[src/rtl/pcileech_ft601_emu.sv]
// Chip-side model of the FT601 245-sync FIFO bus. Host valid/ready streams feed and drain
// two first-word-fall-through FIFOs that the FPGA-side controller reads and writes over the pads.
module pcileech_ft601_emu #(
  parameter int PARAM_FIFO_DEPTH_LOG2 = 6,
  parameter int PARAM_TX_ROOM_MIN     = 4
) (
  input  logic        clk,
  input  logic        rst,
  output logic [31:0] ft601_dout,
  output logic        ft601_dout_oe,
  input  logic [31:0] ft601_din,
  input  logic [3:0]  ft601_be_in,
  output logic        ft601_rxf_n,
  output logic        ft601_txe_n,
  input  logic        ft601_rd_n,
  input  logic        ft601_oe_n,
  input  logic        ft601_wr_n,
  input  logic [31:0] h_tx_data,
  input  logic        h_tx_valid,
  output logic        h_tx_ready,
  output logic [35:0] h_rx_data,
  output logic        h_rx_valid,
  input  logic        h_rx_ready,
  output logic [31:0] cnt_rd_words,
  output logic [31:0] cnt_wr_words,
  output logic        err_underrun,
  output logic        err_overrun,
  output logic        err_protocol
);
  localparam int AW = PARAM_FIFO_DEPTH_LOG2;
  localparam logic [AW:0] DEPTH_C = {1'b1, {AW{1'b0}}};
  localparam logic [AW:0] ROOM_C  = (AW+1)'(PARAM_TX_ROOM_MIN);

  typedef enum logic [1:0] {S_IDLE, S_TA, S_DRIVE} state_t;
  state_t state, state_nxt;

  logic [31:0] rmem [2**AW];
  logic [35:0] wmem [2**AW];
  logic [AW:0] r_wptr, r_rptr, w_wptr, w_rptr;
  logic [AW:0] r_count, r_count_nxt, w_count, w_count_nxt, w_free_nxt;
  logic        drive, r_push, r_pop, w_push, w_pop;
  logic        underrun_ev, overrun_ev, protocol_ev;

  assign r_count    = r_wptr - r_rptr;
  assign w_count    = w_wptr - w_rptr;
  assign h_tx_ready = !rst && (r_count != DEPTH_C);
  assign h_rx_valid = (w_count != '0);
  assign h_rx_data  = wmem[w_rptr[AW-1:0]];

  always_comb begin
    state_nxt = state;
    case (state)
      S_IDLE:  if (!ft601_oe_n) state_nxt = S_TA;
      S_TA:    state_nxt = ft601_oe_n ? S_IDLE : S_DRIVE;
      S_DRIVE: if (ft601_oe_n) state_nxt = S_IDLE;
      default: state_nxt = S_IDLE;
    endcase
  end

  always_comb begin
    drive         = (state == S_DRIVE);
    ft601_dout_oe = drive;
    ft601_dout    = (drive && r_count != '0) ? rmem[r_rptr[AW-1:0]] : 32'h0;
    r_push        = h_tx_valid && h_tx_ready;
    // A simultaneous write strobe takes priority; the read half of that cycle is ignored.
    r_pop         = drive && !ft601_rd_n && ft601_wr_n && !ft601_rxf_n && (r_count != '0);
    underrun_ev   = drive && !ft601_rd_n && ft601_wr_n && (ft601_rxf_n || r_count == '0);
    w_push        = !ft601_wr_n && !ft601_txe_n;
    overrun_ev    = !ft601_wr_n && ft601_txe_n;
    w_pop         = h_rx_valid && h_rx_ready;
    protocol_ev   = (!ft601_rd_n && !drive) || (!ft601_rd_n && !ft601_wr_n) ||
                    (!ft601_wr_n && ft601_dout_oe);
    r_count_nxt   = r_count + (AW+1)'(r_push) - (AW+1)'(r_pop);
    w_count_nxt   = w_count + (AW+1)'(w_push) - (AW+1)'(w_pop);
    w_free_nxt    = DEPTH_C - w_count_nxt;
  end

  always_ff @(posedge clk) begin
    if (r_push) rmem[r_wptr[AW-1:0]] <= h_tx_data;
    if (w_push) wmem[w_wptr[AW-1:0]] <= {ft601_be_in, ft601_din};
  end

  // Flags come from next-state counts so they line up with the registered pointers.
  always_ff @(posedge clk) begin
    if (rst) begin
      state        <= S_IDLE;
      r_wptr       <= '0;
      r_rptr       <= '0;
      w_wptr       <= '0;
      w_rptr       <= '0;
      ft601_rxf_n  <= 1'b1;
      ft601_txe_n  <= 1'b1;
      cnt_rd_words <= '0;
      cnt_wr_words <= '0;
      err_underrun <= 1'b0;
      err_overrun  <= 1'b0;
      err_protocol <= 1'b0;
    end else begin
      state       <= state_nxt;
      ft601_rxf_n <= (r_count_nxt == '0);
      ft601_txe_n <= (w_free_nxt < ROOM_C);
      if (r_push) r_wptr <= r_wptr + 1'b1;
      if (r_pop) begin
        r_rptr       <= r_rptr + 1'b1;
        cnt_rd_words <= cnt_rd_words + 32'd1;
      end
      if (w_push) begin
        w_wptr       <= w_wptr + 1'b1;
        cnt_wr_words <= cnt_wr_words + 32'd1;
      end
      if (w_pop) w_rptr <= w_rptr + 1'b1;
      if (underrun_ev) err_underrun <= 1'b1;
      if (overrun_ev)  err_overrun  <= 1'b1;
      if (protocol_ev) err_protocol <= 1'b1;
    end
  end
endmodule

[config.mk]
export PLATFORM = sky130hd
export DESIGN_NAME = pcileech_ft601_emu
export DESIGN_NICKNAME = d
export VERILOG_FILES = /design/src/rtl/pcileech_ft601_emu.sv
export SDC_FILE = /design/constraint.sdc
export NUM_CORES = 2
export LEC_CHECK = 0
export BUFFER_PORTS_ARGS = -buffer_cell sky130_fd_sc_hd__buf_2
export CORE_ASPECT_RATIO = 0.5
export CORE_MARGIN = 2
export CORE_UTILIZATION = 56
export DETAILED_ROUTE_END_ITERATION = 8
export HOLD_SLACK_MARGIN = 0.1
export PLACE_DENSITY = 0.75
export SLEW_MARGIN = 20
export SYNTH_ARGS = -nofsm -noshare
export SYNTH_HDL_FRONTEND = slang
export SYNTH_MEMORY_MAX_BITS = 65536
export SYNTH_SLANG_ARGS = --single-unit
export TNS_END_PERCENT = 1
[constraint.sdc]
create_clock -name clk -period 4.6 [get_ports clk]
set_input_delay 0.46 -clock clk [delete_from_list [all_inputs] [get_ports clk]]
set_output_delay 0.46 -clock clk [all_outputs]
set_load 0.1 [all_outputs]
# ---- Word-level counts from Yosys, hierarchy flattened
# Memories as Yosys holds them, arrays and structs flattened. A register that Yosys moved wholly into a read port is not among the register bits.
# Cells that the tools add are included.
# Widths: inputs -> output; s select.
dict set report word_totals {
  register_bits 99
  latch_bits 0
  ramBits 4352
  romBits 0
  in_bits 75
  out_inout_bits 140
  mem_count 2
}
dict set report classes {
  addsub 13
  mul 0
  div 0
  order_cmp 1
  n_eq_ne 5
  shifts 0
  n_mux 13
  bitwise 0
  n_reduce_logical 29
}
# memory depth width read_ports rd_clocked_by_memory_dff write_ports line_no
set memory_table {}
lappend memory_table {wmem 64 36 1 1 1 38} ;# logic [35:0] wmem [2**AW];
lappend memory_table {rmem 64 32 1 1 1 37} ;# logic [31:0] rmem [2**AW];
# op count
set ops {}
lappend ops {{$add 32x1->32 const B} 2}
lappend ops {{$mux 32} 1}
lappend ops {{$add 7x1->7 const B} 4}
lappend ops {{$mux 6} 4}
lappend ops {{$add 7x1->7} 2}
lappend ops {{$logic_and 1x1->1} 14}
lappend ops {{$logic_not 7->1} 2}
lappend ops {{$reduce_bool 7->1} 2}
lappend ops {{$sub 7x1->7} 2}
lappend ops {{$sub 7x7->7} 2}
lappend ops {{$lt 7x3->1 const B} 1}
lappend ops {{$ne 7x7->1 const B} 1}
lappend ops {{$sub 7x7->7 const A} 1}
lappend ops {{$logic_not 1->1} 6}
lappend ops {{$mux 2} 3}
lappend ops {{$pmux 2 s3} 1}
lappend ops {{$mux 1} 4}
lappend ops {{$logic_or 1x1->1} 3}
lappend ops {{$eq 2x1->1 const B} 1}
lappend ops {{$eq 2x2->1 const B} 1}
lappend ops {{$logic_not 2->1} 1}
lappend ops {{$ne 2x1->1 const B} 1}
lappend ops {{$ne 2x2->1 const B} 1}
lappend ops {{$reduce_and 2->1} 1}

# ---- Depth between registers and ports, before layout
dict set report depth {
  word_depth 7
  mapped_depth 26
  mapped_depth_nobuf 25
}

# ---- Least setup slack after synthesis
# Ideal clock, no wire load.
dict set report synth_path {
  kind {reg-to-reg}
  from {reg r_wptr[1]}
  to {mem rmem[42][0], enable pin}
  setup_time_ns 0.421
  arrival_ns 5.825
  required_ns 4.179
  slack_ns -1.647
  path_stages_with_launch 12
  cell_sequence {dfxtp_1 -> ha_1 -> a21o_1 -> a21o_1 -> a2111oi_0 -> nor3b_1 -> ha_1 -> nand2_1 -> nor2_1 -> a21oi_1 -> nand4_1 -> nor2_1}
}
dict set report synth_between {
  elab_chain_cells 6
}
# element line_no
set synth_rtl {}
lappend synth_rtl {{from (decl)} 39} ;# logic [AW:0] r_wptr, r_rptr, w_wptr, w_rptr;
lappend synth_rtl {{from (signal assigned)} 102} ;# if (r_push) r_wptr <= r_wptr + 1'b1;
lappend synth_rtl {{$sub 7x7->7} 44} ;# assign r_count = r_wptr - r_rptr;
lappend synth_rtl {{$ne 7x7->1} 46} ;# assign h_tx_ready = !rst && (r_count != DEPTH_C);
lappend synth_rtl {{$logic_and 1x1->1} 46}
lappend synth_rtl {{via h_tx_ready} 20} ;# output logic h_tx_ready,
lappend synth_rtl {{$logic_and 1x1->1} 64} ;# r_push = h_tx_valid && h_tx_ready;
lappend synth_rtl {{$mux 1} 79} ;# if (r_push) rmem[r_wptr[AW-1:0]] <= h_tx_data;
lappend synth_rtl {{$mux 1 (implied by the code)} 79}
lappend synth_rtl {{to (decl)} 37}
# The timed path passes the listed nets, and every way through them passes these cells.

==> flow_metrics.env <==
export IMPL_ys_warnings_count=0
export IMPL_path_cells="buf_12, buf_16, mux4_2, mux4_2, mux4_2, and3_1, buf_6"
export IMPL_start_util_pct=56.3
export IMPL_skew_ps=52.0
export IMPL_ys_seq_area_share_pct=77.7
export IMPL_synth_seq_cells=4463
export IMPL_cts_tree="done"
export IMPL_layout_drive_gt1_share_pct=33.7
export IMPL_violations="setup timing"
export IMPL_slew_violations=0
export IMPL_clk_latency_ps=960
export IMPL_synth_fp_nets=7203
export IMPL_route_detailed_drc=0
export IMPL_dieArea_um2=310000
export IMPL_crit_type="reg -> out"
export IMPL_fin_crit_ps=4620
export IMPL_hold_viol_final=0
export IMPL_grt_pass1_vias=83625
export IMPL_netlist_cell_type_count=56
export IMPL_fin_ws_ps=-15.5
export IMPL_startpoint_type="flop"
export IMPL_crit_path_frequent_cell="mux4_2"
export IMPL_drt_first_pass_iters=8
export IMPL_antenna_left=0
export IMPL_slowest_stage="mux4_2"
export IMPL_relSlewSlack_pct=20.2
export IMPL_ir_worst_vdd_mv=0.636
export IMPL_p_leak_nw=58.6
export IMPL_hpwl_um=235000
export IMPL_die_h_um=395
export IMPL_setup_tns_ps=-49.2
export IMPL_pin_count=215
export IMPL_cap_violations=0
export IMPL_drtIter0Drc=13802
export IMPL_synth_async_reset_ratio_pct=0
export IMPL_hold_class="in -> reg"
export IMPL_cts_sinks=4463
export IMPL_place_congestion=0.832
export IMPL_synth_area_um2=171000
export IMPL_clk_path_buf_depth=4
export IMPL_cts_root_buf="clkbuf_16"
export IMPL_gr_total_overflow=0
export IMPL_htreeDepth=5
export IMPL_worstPathMaxFanout=17
export IMPL_port_buffers=214
export IMPL_syn_avg_cell_area_um2=24.1
export IMPL_grt_pass1_wl_um=634000
export IMPL_final_seq_area_um2=133000
export IMPL_cellPowerDensity_nw_per_um2=461
export IMPL_wl_um=456000
export IMPL_routedWlPerCell_um=37.7
export IMPL_area_delta_synth_final_pct=13.5
export IMPL_rows=143
export IMPL_clock_fmax_mhz=217
export IMPL_fin_total_pwr_w=0.0896
export IMPL_track_usage_pct=29.1
export IMPL_die_w_um=786
export IMPL_cp_top_family="multiplexers"
export IMPL_clk_pin_slew_ps=70
export IMPL_rsz0062_at_grt="yes"
export IMPL_grt_max_degree=87
export IMPL_status="finished with violations"
export IMPL_period_share_pct=100
export IMPL_synth_edff_count=4352
export IMPL_setup_violations=4
export IMPL_synthFlopType="edfxtp_1"
export IMPL_post_route_util_pct=64.0
export IMPL_syn_inst=7089
export IMPL_core_um2=304000
export IMPL_dr_total_vias=83935
export IMPL_layout_nets=7825
export IMPL_drt_vias_per_instance=6.94
export IMPL_antenna_found_initial=44
export IMPL_worst_pin_slew_ps=1200
export IMPL_endpoint_kind="output port"
export IMPL_multiInputGateArea_um2=37600
export IMPL_cpPeakStageDelay_ps=670
export IMPL_cts_buffers=373
export IMPL_path_buf_inv=3
export IMPL_cp_arrival_ps=4160
export IMPL_nFillCells=18908
export IMPL_required_ps=4140
final cells by class:
class                   instances  area share, %
diodes                         30         0.0386
clock buffers                 453           5.00
clock inverters               222           1.12
inverters                      42         0.0811
multi-input cells            2211           19.4
flip-flops and latches       4463           68.4
well taps                    4060           2.61
repair buffers                620           3.35
report_power, final:
group	switching [W]	internal, W	total (W)
registers	0.000184	0.0448	0.0449
clock network	0.0147	0.0173	0.0320
logic	0.00704	0.00560	0.0126
total	0.0219	0.0676	0.0896
Yosys cell counts (6+ instances only):
master | instances | area share [%]
buf_1 | 40 | 0.088
nor2b_1 | 37 | 0.14
a21o_1 | 6 | 0.026
xor2_1 | 50 | 0.26
or3_1 | 19 | 0.069
nand2_1 | 44 | 0.097
nand4_1 | 35 | 0.13
a211oi_1 | 34 | 0.15
a21oi_1 | 59 | 0.17
edfxtp_1 | 4352 | 76
nor3_1 | 19 | 0.056
and3_1 | 46 | 0.17
nor2_1 | 225 | 0.49
xnor2_1 | 35 | 0.18
nand3_1 | 48 | 0.14
mux4_2 | 1398 | 18
or2_2 | 6 | 0.022
and4_1 | 7 | 0.036
buf_2 | 120 | 0.35
o21ai_0 | 14 | 0.041
ha_1 | 36 | 0.26
clkbuf_1 | 205 | 0.45
inv_1 | 40 | 0.088
mux2i_1 | 33 | 0.19
dfxtp_1 | 111 | 1.3
worst paths after layout:
check	startpoint	end	slack (ps)	depth (start not counted)
min	h_tx_data[25]	rmem[43][25]	80	1
max	flop	ft601_dout[9]	-20	7
min reg2reg	err_overrun	err_overrun	480	2
max reg2reg	r_wptr[0]	ft601_rxf_n	210	25
metrics by stage:
| stage | setup WS, ps | instances | instance area [µm²] | hold slack [ps] |
|---|---|---|---|---|
| after floorplan | -10.4 | 7089 | 171000 | 429 |
| after global placement | 206 | 11332 | 181000 | 445 |
| after detailed placement | 233 | 11332 | 181000 | 456 |
| after CTS | -162 | 12016 | 193000 | 161 |
| after global routing | -83.4 | 12098 | 194000 | 106 |
| final | -15.5 | 12101 | 194000 | 76.6 |
repair_timing:
item,CTS,global route
hold endpoints to repair,24,269
hold buffers,7,20
buffers inserted,2,20
endpoints found under the setup margin,50,52
resized for setup,50,66
cloned,0,14
pin swaps,0,4
sequential cells by signal, summed over array words and instances (netlist names), named ones only:
register and flops:
r_rptr 7, err_underrun 1, cnt_rd_words 32, err_overrun 1, ft601_rxf_n 1, w_wptr 7
err_protocol 1, r_wptr 7, rmem 2048, wmem 2304, cnt_wr_words 32, ft601_txe_n 1
w_rptr 7, state 2
worst register-to-register path: stages, from the launching register on:
cell      delay, ps
dfxtp_1         320
inv_2            80
ha_1            160
inv_2            50
fa_1            400
a21o_1          220
a21oi_4         170
xnor2_2         160
ha_1            200
nand2_1          80
nor2_1          140
nand4_1         190
nand2_1         150
inv_1            80
ha_4            230
inv_1            50
ha_1            160
inv_1            60
fa_1            440
nand2b_1        170
a21oi_2         140
o21ai_0          90
a21oi_1         130
nor2_1           60
xnor3_1         200
o41ai_2         190
per-layer routing:
layer  GRT usage [%]  vias up  part of all wire, %
met4            12.5       14                  4.8
li1                -    31765                    -
met1            39.9    44736                   35
met5               0        -                0.020
met3            5.59     1092                   11
met2            46.7     6328                   49
kinds of logic after synthesis:
| group | Yosys count | synth area share, % |
|---|---|---|
| adders and majority gates | 39 | 0.298 |
| and+or+nand+nor | 515 | 1.47 |
| AOI/OAI and AO/OA | 138 | 0.499 |
| DFF | 4463 | 77.7 |
| xor gates and xnor gates | 86 | 0.448 |
| muxes | 1433 | 18.6 |
| buffers and inverters | 415 | 1.02 |
cell usage in the layout, fill, tap and decap left out, types with 35 or more instances in the layout:
| cell type | n |
|---|---|
| inv_1 | 38 |
| xor2_1 | 50 |
| nand3_1 | 48 |
| nor2_4 | 124 |
| mux4_2 | 1398 |
| clkbuf_16 | 391 |
| dfxtp_1 | 96 |
| buf_4 | 268 |
| buf_12 | 120 |
| ha_1 | 35 |
| clkbuf_1 | 76 |
| nand4_1 | 35 |
| and3_1 | 43 |
| bufinv_16 | 38 |
| nor2_1 | 101 |
| nand2_1 | 43 |
| buf_2 | 147 |
| a21oi_1 | 55 |
| edfxtp_1 | 4352 |
| clkinv_2 | 67 |
| clkinv_1 | 74 |
Power figures use the tool's default switching activity.
